<file path="config.mk">
export PLATFORM = sky130hd
export DESIGN_NAME = lfsr_gen
export DESIGN_NICKNAME = d
export VERILOG_FILES = /design/src/rtl/lfsr_pkg.sv /design/src/rtl/lfsr_step.sv /design/src/rtl/lfsr_gen.sv
export SDC_FILE = /design/constraint.sdc
export NUM_CORES = 1
export LEC_CHECK = 0
export CAP_MARGIN = 0
export CORE_MARGIN = 4
export CORE_UTILIZATION = 50
export DETAILED_ROUTE_END_ITERATION = 6
export PLACE_DENSITY_LB_ADDON = 0.3
export SETUP_SLACK_MARGIN = 0.15
export SYNTH_ARGS = -nofsm -noshare
export SYNTH_HDL_FRONTEND = slang
export SYNTH_HIERARCHICAL = 1
export SYNTH_SLANG_ARGS = --single-unit
</file>
<file path="constraint.sdc">
create_clock -name clk -period 2.1 [get_ports clk]
set_clock_uncertainty 0.05 [all_clocks]
set_input_delay 0.42 -clock clk [delete_from_list [all_inputs] [get_ports clk]]
set_output_delay 0.42 -clock clk [all_outputs]
set_load 0.05 [all_outputs]
</file>
<file path="src/rtl/lfsr_pkg.sv">
// Shared constants and reference next-state function for the Galois LFSR generator.
package lfsr_pkg;

  localparam logic [2:0] TAPS_3 = 3'b010;
  localparam logic [5:0] TAPS_6 = 6'b110100;

  // Generic Galois step over up to 32 bits; bits at and above width are returned as zero.
  function automatic logic [31:0] lfsr_next(input logic [31:0] q, input logic [31:0] taps,
                                            input int unsigned width);
    logic        m;
    logic [31:0] d;
    m    = q[5'(width - 1)];
    d    = '0;
    d[0] = m;
    for (int k = 1; k < 32; k++) begin
      if (k < int'(width)) d[k] = q[k-1] ^ (taps[k] & m);
    end
    return d;
  endfunction

endpackage

</file>
<file path="src/rtl/lfsr_step.sv">
// Combinational Galois LFSR next-state: the MSB feeds bit 0 and is XORed into tapped bits.
module lfsr_step #(
  parameter int unsigned          WIDTH = 6,
  parameter logic [WIDTH-1:0]     TAPS  = 6'b110100
) (
  input  logic [WIDTH-1:0] q_i,
  output logic [WIDTH-1:0] d_o
);

  logic m;
  assign m = q_i[WIDTH-1];

  always_comb begin
    d_o    = '0;
    d_o[0] = m;
    for (int k = 1; k < int'(WIDTH); k++) begin
      d_o[k] = q_i[k-1] ^ (TAPS[k] & m);
    end
  end

endmodule

</file>
<file path="src/rtl/lfsr_gen.sv">
// Parametrised Galois LFSR with step enable, seed loading, zero-seed lockup recovery
// and measurement of the sequence period between returns to the start value.
module lfsr_gen
  import lfsr_pkg::*;
#(
  parameter int unsigned      WIDTH = 6,
  parameter logic [WIDTH-1:0] TAPS  = TAPS_6,
  parameter logic [WIDTH-1:0] SEED  = '1
) (
  input  logic             clk,
  input  logic             rst,
  input  logic             en,
  input  logic             load,
  input  logic [WIDTH-1:0] seed_in,
  output logic [WIDTH-1:0] q,
  output logic             bit_out,
  output logic             wrap,
  output logic [WIDTH-1:0] period,
  output logic             lockup
);

  logic [WIDTH-1:0] q_q, q_d;
  logic [WIDTH-1:0] start_q, start_d;
  logic [WIDTH-1:0] cnt_q, cnt_d;
  logic [WIDTH-1:0] period_q, period_d;
  logic             wrap_q, wrap_d;
  logic             lockup_q, lockup_d;
  logic [WIDTH-1:0] step_d;

  lfsr_step #(
    .WIDTH (WIDTH),
    .TAPS  (TAPS)
  ) u_step (
    .q_i (q_q),
    .d_o (step_d)
  );

  always_comb begin
    q_d      = q_q;
    start_d  = start_q;
    cnt_d    = cnt_q;
    period_d = period_q;
    wrap_d   = 1'b0;
    lockup_d = 1'b0;
    if (load) begin
      // A zero seed would lock the register at zero forever; substitute SEED.
      if (seed_in != '0) begin
        q_d     = seed_in;
        start_d = seed_in;
      end else begin
        q_d      = SEED;
        start_d  = SEED;
        lockup_d = 1'b1;
      end
      cnt_d = '0;
    end else if (en) begin
      q_d = step_d;
      if (step_d == start_q) begin
        wrap_d   = 1'b1;
        period_d = cnt_q + WIDTH'(1);
        cnt_d    = '0;
      end else begin
        cnt_d = cnt_q + WIDTH'(1);
      end
    end
  end

  always_ff @(posedge clk or posedge rst) begin
    if (rst) begin
      q_q      <= SEED;
      start_q  <= SEED;
      cnt_q    <= '0;
      period_q <= '0;
      wrap_q   <= 1'b0;
      lockup_q <= 1'b0;
    end else begin
      q_q      <= q_d;
      start_q  <= start_d;
      cnt_q    <= cnt_d;
      period_q <= period_d;
      wrap_q   <= wrap_d;
      lockup_q <= lockup_d;
    end
  end

  assign q       = q_q;
  assign bit_out = q_q[WIDTH-1];
  assign wrap    = wrap_q;
  assign period  = period_q;
  assign lockup  = lockup_q;

endmodule

</file>
==> results of run 1 <==
per-stage QoR:
stage,instance area (um^2),hold slack [ps],power [W]
6_report,1610,391,0.00122
4_1_cts,1610,397,0.00123
3_5_place_dp,1540,453,0.000960
3_3_place_gp,1540,447,0.000952
2_1_floorplan,1300,401,0.000870
5_1_grt,1610,409,0.00128
synthesized netlist by cell type, types with 2 or more instances:
cell                       instances  share of area [%]
sky130_fd_sc_hd__dfrtp_1          14                 27
sky130_fd_sc_hd__mux2_4            5                5.8
sky130_fd_sc_hd__nand3_1           2               0.78
sky130_fd_sc_hd__mux2_2            5                4.4
sky130_fd_sc_hd__xor2_1           11                7.5
sky130_fd_sc_hd__buf_4             4                2.3
sky130_fd_sc_hd__inv_1             3               0.88
sky130_fd_sc_hd__o22a_1            9                6.1
sky130_fd_sc_hd__clkbuf_1          2               0.58
sky130_fd_sc_hd__dfstp_2          12                 25
sky130_fd_sc_hd__nor3b_1           2                1.2
sky130_fd_sc_hd__xnor2_1           2                1.4
sky130_fd_sc_hd__nand2_1           3               0.88
sky130_fd_sc_hd__a32o_1            5                3.9
sky130_fd_sc_hd__nor2_1            8                2.3
power groups by stage:
stage	Clock, W	Combinational, W	Sequential, W
6_report	0.000254	0.000368	0.000597
5_1_grt	0.000282	0.000392	0.000604
4_1_cts	0.000263	0.000367	0.000598
3_5_place_dp	0	0.000348	0.000612
3_3_place_gp	0	0.000342	0.000609
2_1_floorplan	0	0.000181	0.000689
critical path, cell delays in order, from the launching register on:
cell	delay, ps
sky130_fd_sc_hd__dfstp_4	680
sky130_fd_sc_hd__xor2_2	170
sky130_fd_sc_hd__xor2_1	120
sky130_fd_sc_hd__nor4_4	360
sky130_fd_sc_hd__nand3_4	180
sky130_fd_sc_hd__mux2_4	330
kinds of logic (layout without fill, tap and decap cells):
logic type | count (synthesis) | in the layout | share of synthesized area (%)
fa+ha+maj | 1 | 1 | 0.974
simple gates | 21 | 21 | 10.4
mux | 11 | 11 | 11.0
xor+xnor | 13 | 13 | 8.86
buf+inv | 10 | 37 | 4.19
compound gates | 18 | 18 | 12.8
flops | 26 | 26 | 51.8
worst min-delay path by stage:
stage	end	slack, ps	cells after the start
2_1_floorplan	cnt_q[0]	400	1
4_1_cts	cnt_q[0]	400	3
6_report	cnt_q[5]	390	3
5_1_grt	cnt_q[0]	410	3
3_3_place_gp	period[4]	450	1
3_5_place_dp	period[1]	450	1
metal layers:
layer,vias up,wire (um)
met5,-,0
met4,0,15
met3,2,106
met2,16,1330
met1,440,1090
li1,408,-
area by class of cell:
| class | count | area [um^2] |
|---|---|---|
| Clock buffer | 4 | 36.3 |
| Timing Repair Buffer | 30 | 274 |
| Fill cell | 198 | 841 |
| Multi-Input combinational cell | 64 | 586 |
| Sequential cell | 26 | 669 |
| Inverter | 3 | 11.3 |
| Tap cell | 30 | 37.5 |
state kept, by name, summed over array words and instances (netlist names):
name     flops
period       6
lockup       1
cnt_q        6
q            6
wrap         1
start_q      6
repair_timing:
item,4_1_cts,5_1_grt
pin swaps,2,2
gates resized for setup,7,3
setup buffers,3,0
hold buffers,0,0
setup endpoints to repair,18,13
==> metrics.cfg, run 1 <==
[final_layout]
final_cells=157
drive_gt1_share_pct=38.6
num-nets-final=139
post-route-util_pct=65.7
final_common_cell=sky130_fd_sc_hd__dfrtp_1
flow.area_growth_from_synthesis_pct=25.6
insertedDiodeCount=0
mostFrequentLayoutCells=sky130_fd_sc_hd__dfrtp_1, sky130_fd_sc_hd__buf_4, sky130_fd_sc_hd__dfstp_2

[worst_setup_path]
r2r_slack_ps=110
r2r_end=period[3]
worst-path-max-fanout=6
worstSetupStartpoint=q[5]
critical_path.reg2reg.startpoint=q[5]
end_kind=register
critPathRequiredTime_ps=2260
reg2reg_depth=5
timing_worst_setup_path_type=register to register
arrival_ps=2160
worst_setup_path_start_kind=register
crit_end=period[3]

[die]
floorplan.die_area_um2=3450
row_count=18
pin_count=25
initial_util_pct=52.3
placeableCoreArea_um2=2450
chipWidth_um=58.7
y_dimension_of_the_die_um=58.7

[timing]
tightest_slew_ps=507
finalWorstPathRequiredPeriod_ps=1990
max_freq_ghz=0.501
final_number_of_setup_violating_endpoints=0
total_neg_setup_slack_ps=0
hold_violations=0
max_slew_margin_pct=66.1
finalWorstSetupSlack_ps=105
slew_viol_final=0
grt_setup_unrepaired=true
final_min_period_over_clock_period_pct=95.0

[synth]
number_of_synthesized_flops_with_an_enable_pin=0
synth_async_sr_flop_share_pct=100
synth-main-ff-cell=sky130_fd_sc_hd__dfrtp_1
avgSynthCellArea_um2=12.8
synthesis.nets=111
synth.yosys.seq_area_share_pct=51.8
synth_cell_types=28
synth.cell_area_um2=1280
netlist_instances=100
synth.ff_latch_count=26
synth-warning-count=6

[global_route]
gr-usage-met2_pct=29.3
grt_first_pass_wirelength_um=4360
groute.layer.met3.usage_pct=3.29
number_of_global_route_vias_before_repair=924
grt_overflow_total=0
grt_max_degree=27
gr_peak_layer=met2
grt_antenna_before_repair=0
grtUsageTotal_pct=16.7
use_met1_pct=20.8

[placement]
post_placement_worst_setup_slack_ps=89.1
dp_hpwl_um=1860
numPlacedInstances=150
port_buffers=24
gp_congestion=0.722

[cts]
clock-root-buffer=sky130_fd_sc_hd__clkbuf_4
cts_inserted_buffers=3
numClockSinks=26
clkSlewWorstSetupHoldPaths_ps=150
clock_latency_ps=320
clockBufferDepth=2
tritoncts=built
htreeDepth=1

[pwr]
leakagePower_nw=0.760
power.combinational.fraction_pct=30.2
power_report.internal_total_w=0.000815
power.ir.vdd_worst_mv=0.484
clkPwrFrac_pct=20.8
sequential_cell_fraction_of_total_power_pct=49.0
swShare_pct=33.1
power_switching_w=0.000403
power-per-cell-area_nw_per_um2=755

[hold_path]
worstHoldPathType=primary input to asynchronous set/reset pin

[detailed_routing]
drt_first_iter_violations=32
route.detailed.vias_per_inst=5.52
drt.antenna.violating_nets=0
drt_first_pass_iters=4
routed_wl_um=2540
drc=0
vias=866
detail_route.wl_per_cell_um=16.2

[run_status]
outcome=finished, final reports clean

[flow_run]
cap_violations=0

No activity file was read; power rests on OpenSTA's default activity.
==> run 2: changes to the inputs <==
- CORE_MARGIN: 4 -> unset
==> run 2 against run 1 <==
  * Sequential power rose by 0.8%
  * Global-route usage grew 2.7 points
  * Register-to-register slack is essentially flat
  * Cell count increased by 0.64%
  * Combinational power up 3%
  * Sequential share of layout area is 0.66 points lower
  * Routed wire length is 7.6% lower
  * Critical path depth up 1
  * Setup slack got worse by 12 ps
  * First-iteration DRC count shrank 78%
  * Worst hold slack got worse by 12 ps
  * Fmax down 0.59%
  * Largest power group unchanged
==> metrics.cfg, run 2 (synthesized netlist as in run 1, its figures left out) <==
[timing]
tightest_slew_ps=499
total_neg_setup_slack_ps=0
final_number_of_setup_violating_endpoints=0
max_slew_margin_pct=66.7
grt_setup_unrepaired=true
max_freq_ghz=0.498
slew_viol_final=0
final_min_period_over_clock_period_pct=95.6
finalWorstPathRequiredPeriod_ps=2010
hold_violations=0

[worst_setup_path]
timing_worst_setup_path_type=register to register
critPathRequiredTime_ps=2270
crit_chain=buf_12 -> xor2_2 -> xor2_1 -> nor4_4 -> nand3_4 -> mux2_4
cp_top_family=flip-flops
crit_slowest_cell=sky130_fd_sc_hd__dfstp_4
arrival_ps=2180
cp_num_buf_inv=1
delay_of_the_slowest_critical_path_stage_ps=690
end_kind=register
worst_setup_path_start_kind=register
r2r_slack_ps=90
worst-path-max-fanout=7

[die]
row_count=18
pin_count=25
floorplan.die_area_um2=2780
placeableCoreArea_um2=2450
initial_util_pct=52.3
y_dimension_of_the_die_um=52.7
chipWidth_um=52.7

[detailed_routing]
drt_first_iter_violations=7
detail_route.wl_per_cell_um=14.9
drc=0
drt_first_pass_iters=4
drt.antenna.violating_nets=0
routed_wl_um=2350
vias=855
route.detailed.vias_per_inst=5.41

[final_layout]
num-nets-final=140
fill_cells=189
final_common_cell=sky130_fd_sc_hd__dfrtp_1
layout.cell_area.non_filler_um2=1640
flow.area_growth_from_synthesis_pct=27.7
mostFrequentLayoutCells=sky130_fd_sc_hd__dfrtp_1, sky130_fd_sc_hd__buf_4, sky130_fd_sc_hd__dfstp_2, sky130_fd_sc_hd__o22a_1, sky130_fd_sc_hd__clkdlybuf4s50_1
layout.area.seq_um2=669
multi_input_comb_area_um2=604
drive_gt1_share_pct=39.8
post-route-util_pct=66.8
insertedDiodeCount=0

[cts]
clock-root-buffer=sky130_fd_sc_hd__clkbuf_4
numClockSinks=26
clockBufferDepth=2
htreeDepth=1
cts_hold_buf=0
clock_latency_ps=320
cts_inserted_buffers=3
tritoncts=built
clkSlewWorstSetupHoldPaths_ps=140

[global_route]
number_of_global_route_vias_before_repair=845
grtUsageTotal_pct=19.5
grt_antenna_before_repair=0
grt_first_pass_wirelength_um=3840
grt_overflow_total=0
grt_max_degree=27

[hold_path]
worstHoldPathType=primary input to asynchronous set/reset pin

[pwr]
leakagePower_nw=0.767
power.ir.vdd_worst_mv=0.563
power-per-cell-area_nw_per_um2=755

[placement]
port_buffers=24
dp_hpwl_um=1630
gp_congestion=0.733
placed_area_um2=1540

[run_status]
outcome=finished, final reports clean

[flow_run]
cap_violations=0

[run 2: area by class of cell]
cell class,instances,share of cell area [%]
tap,30,2.29
multi-input combinational,64,36.8
clock buffer,4,2.21
inverter,3,0.687
sequential,26,40.8
timing repair buffer,31,17.2
[run 2: tightest hold or removal path, stage by stage]
cell and delay (ps):
sky130_fd_sc_hd__clkdlybuf4s50_1 390, sky130_fd_sc_hd__inv_1 50, sky130_fd_sc_hd__buf_4 310
[run 2: routing by layer]
layer	part of all wire (%)	track usage, %	up-vias
met3	3.0	2.90	4
met2	50	32.5	16
met1	45	24.3	425
met4	1.7	9.21	0
li1	-	-	410
met5	0	0	-
[run 2: stage by stage]
step	cells	worst slack, ps	power [W]	hold slack, ps
2_1_floorplan	100	112	0.000870	401
6_report	158	93.3	0.00124	379
3_3_place_gp	150	148	0.000951	446
5_1_grt	158	11.8	0.00130	446
4_1_cts	157	106	0.00123	378
3_5_place_dp	150	111	0.000958	447
[run 2: final timing paths]
check,from,endpoint,cells after the start
worst max-delay path,q[5],period[1],6
worst min-delay path,rst,lockup,3
min in group clk,period[2],period[2],1
worst min register to register,period[2],period[2],1
max in group asynchronous,rst,start_q[0],3
worst max register to register,q[5],period[1],6
[run 2: timing repair]
| item | in CTS | in global routing |
|---|---|---|
| setup endpoints to repair | 18 | 12 |
| pin swaps | 3 | 8 |
| buffers inserted | 3 | 1 |
| gates resized for setup | 7 | 5 |
| gates cloned | 0 | 0 |
[run 2: report_power, final]
part / internal [W] / switching (W)
combinational: 0.000158 / 0.000222
clock: 0.000106 / 0.000150
sequential: 0.000561 / 0.0000412
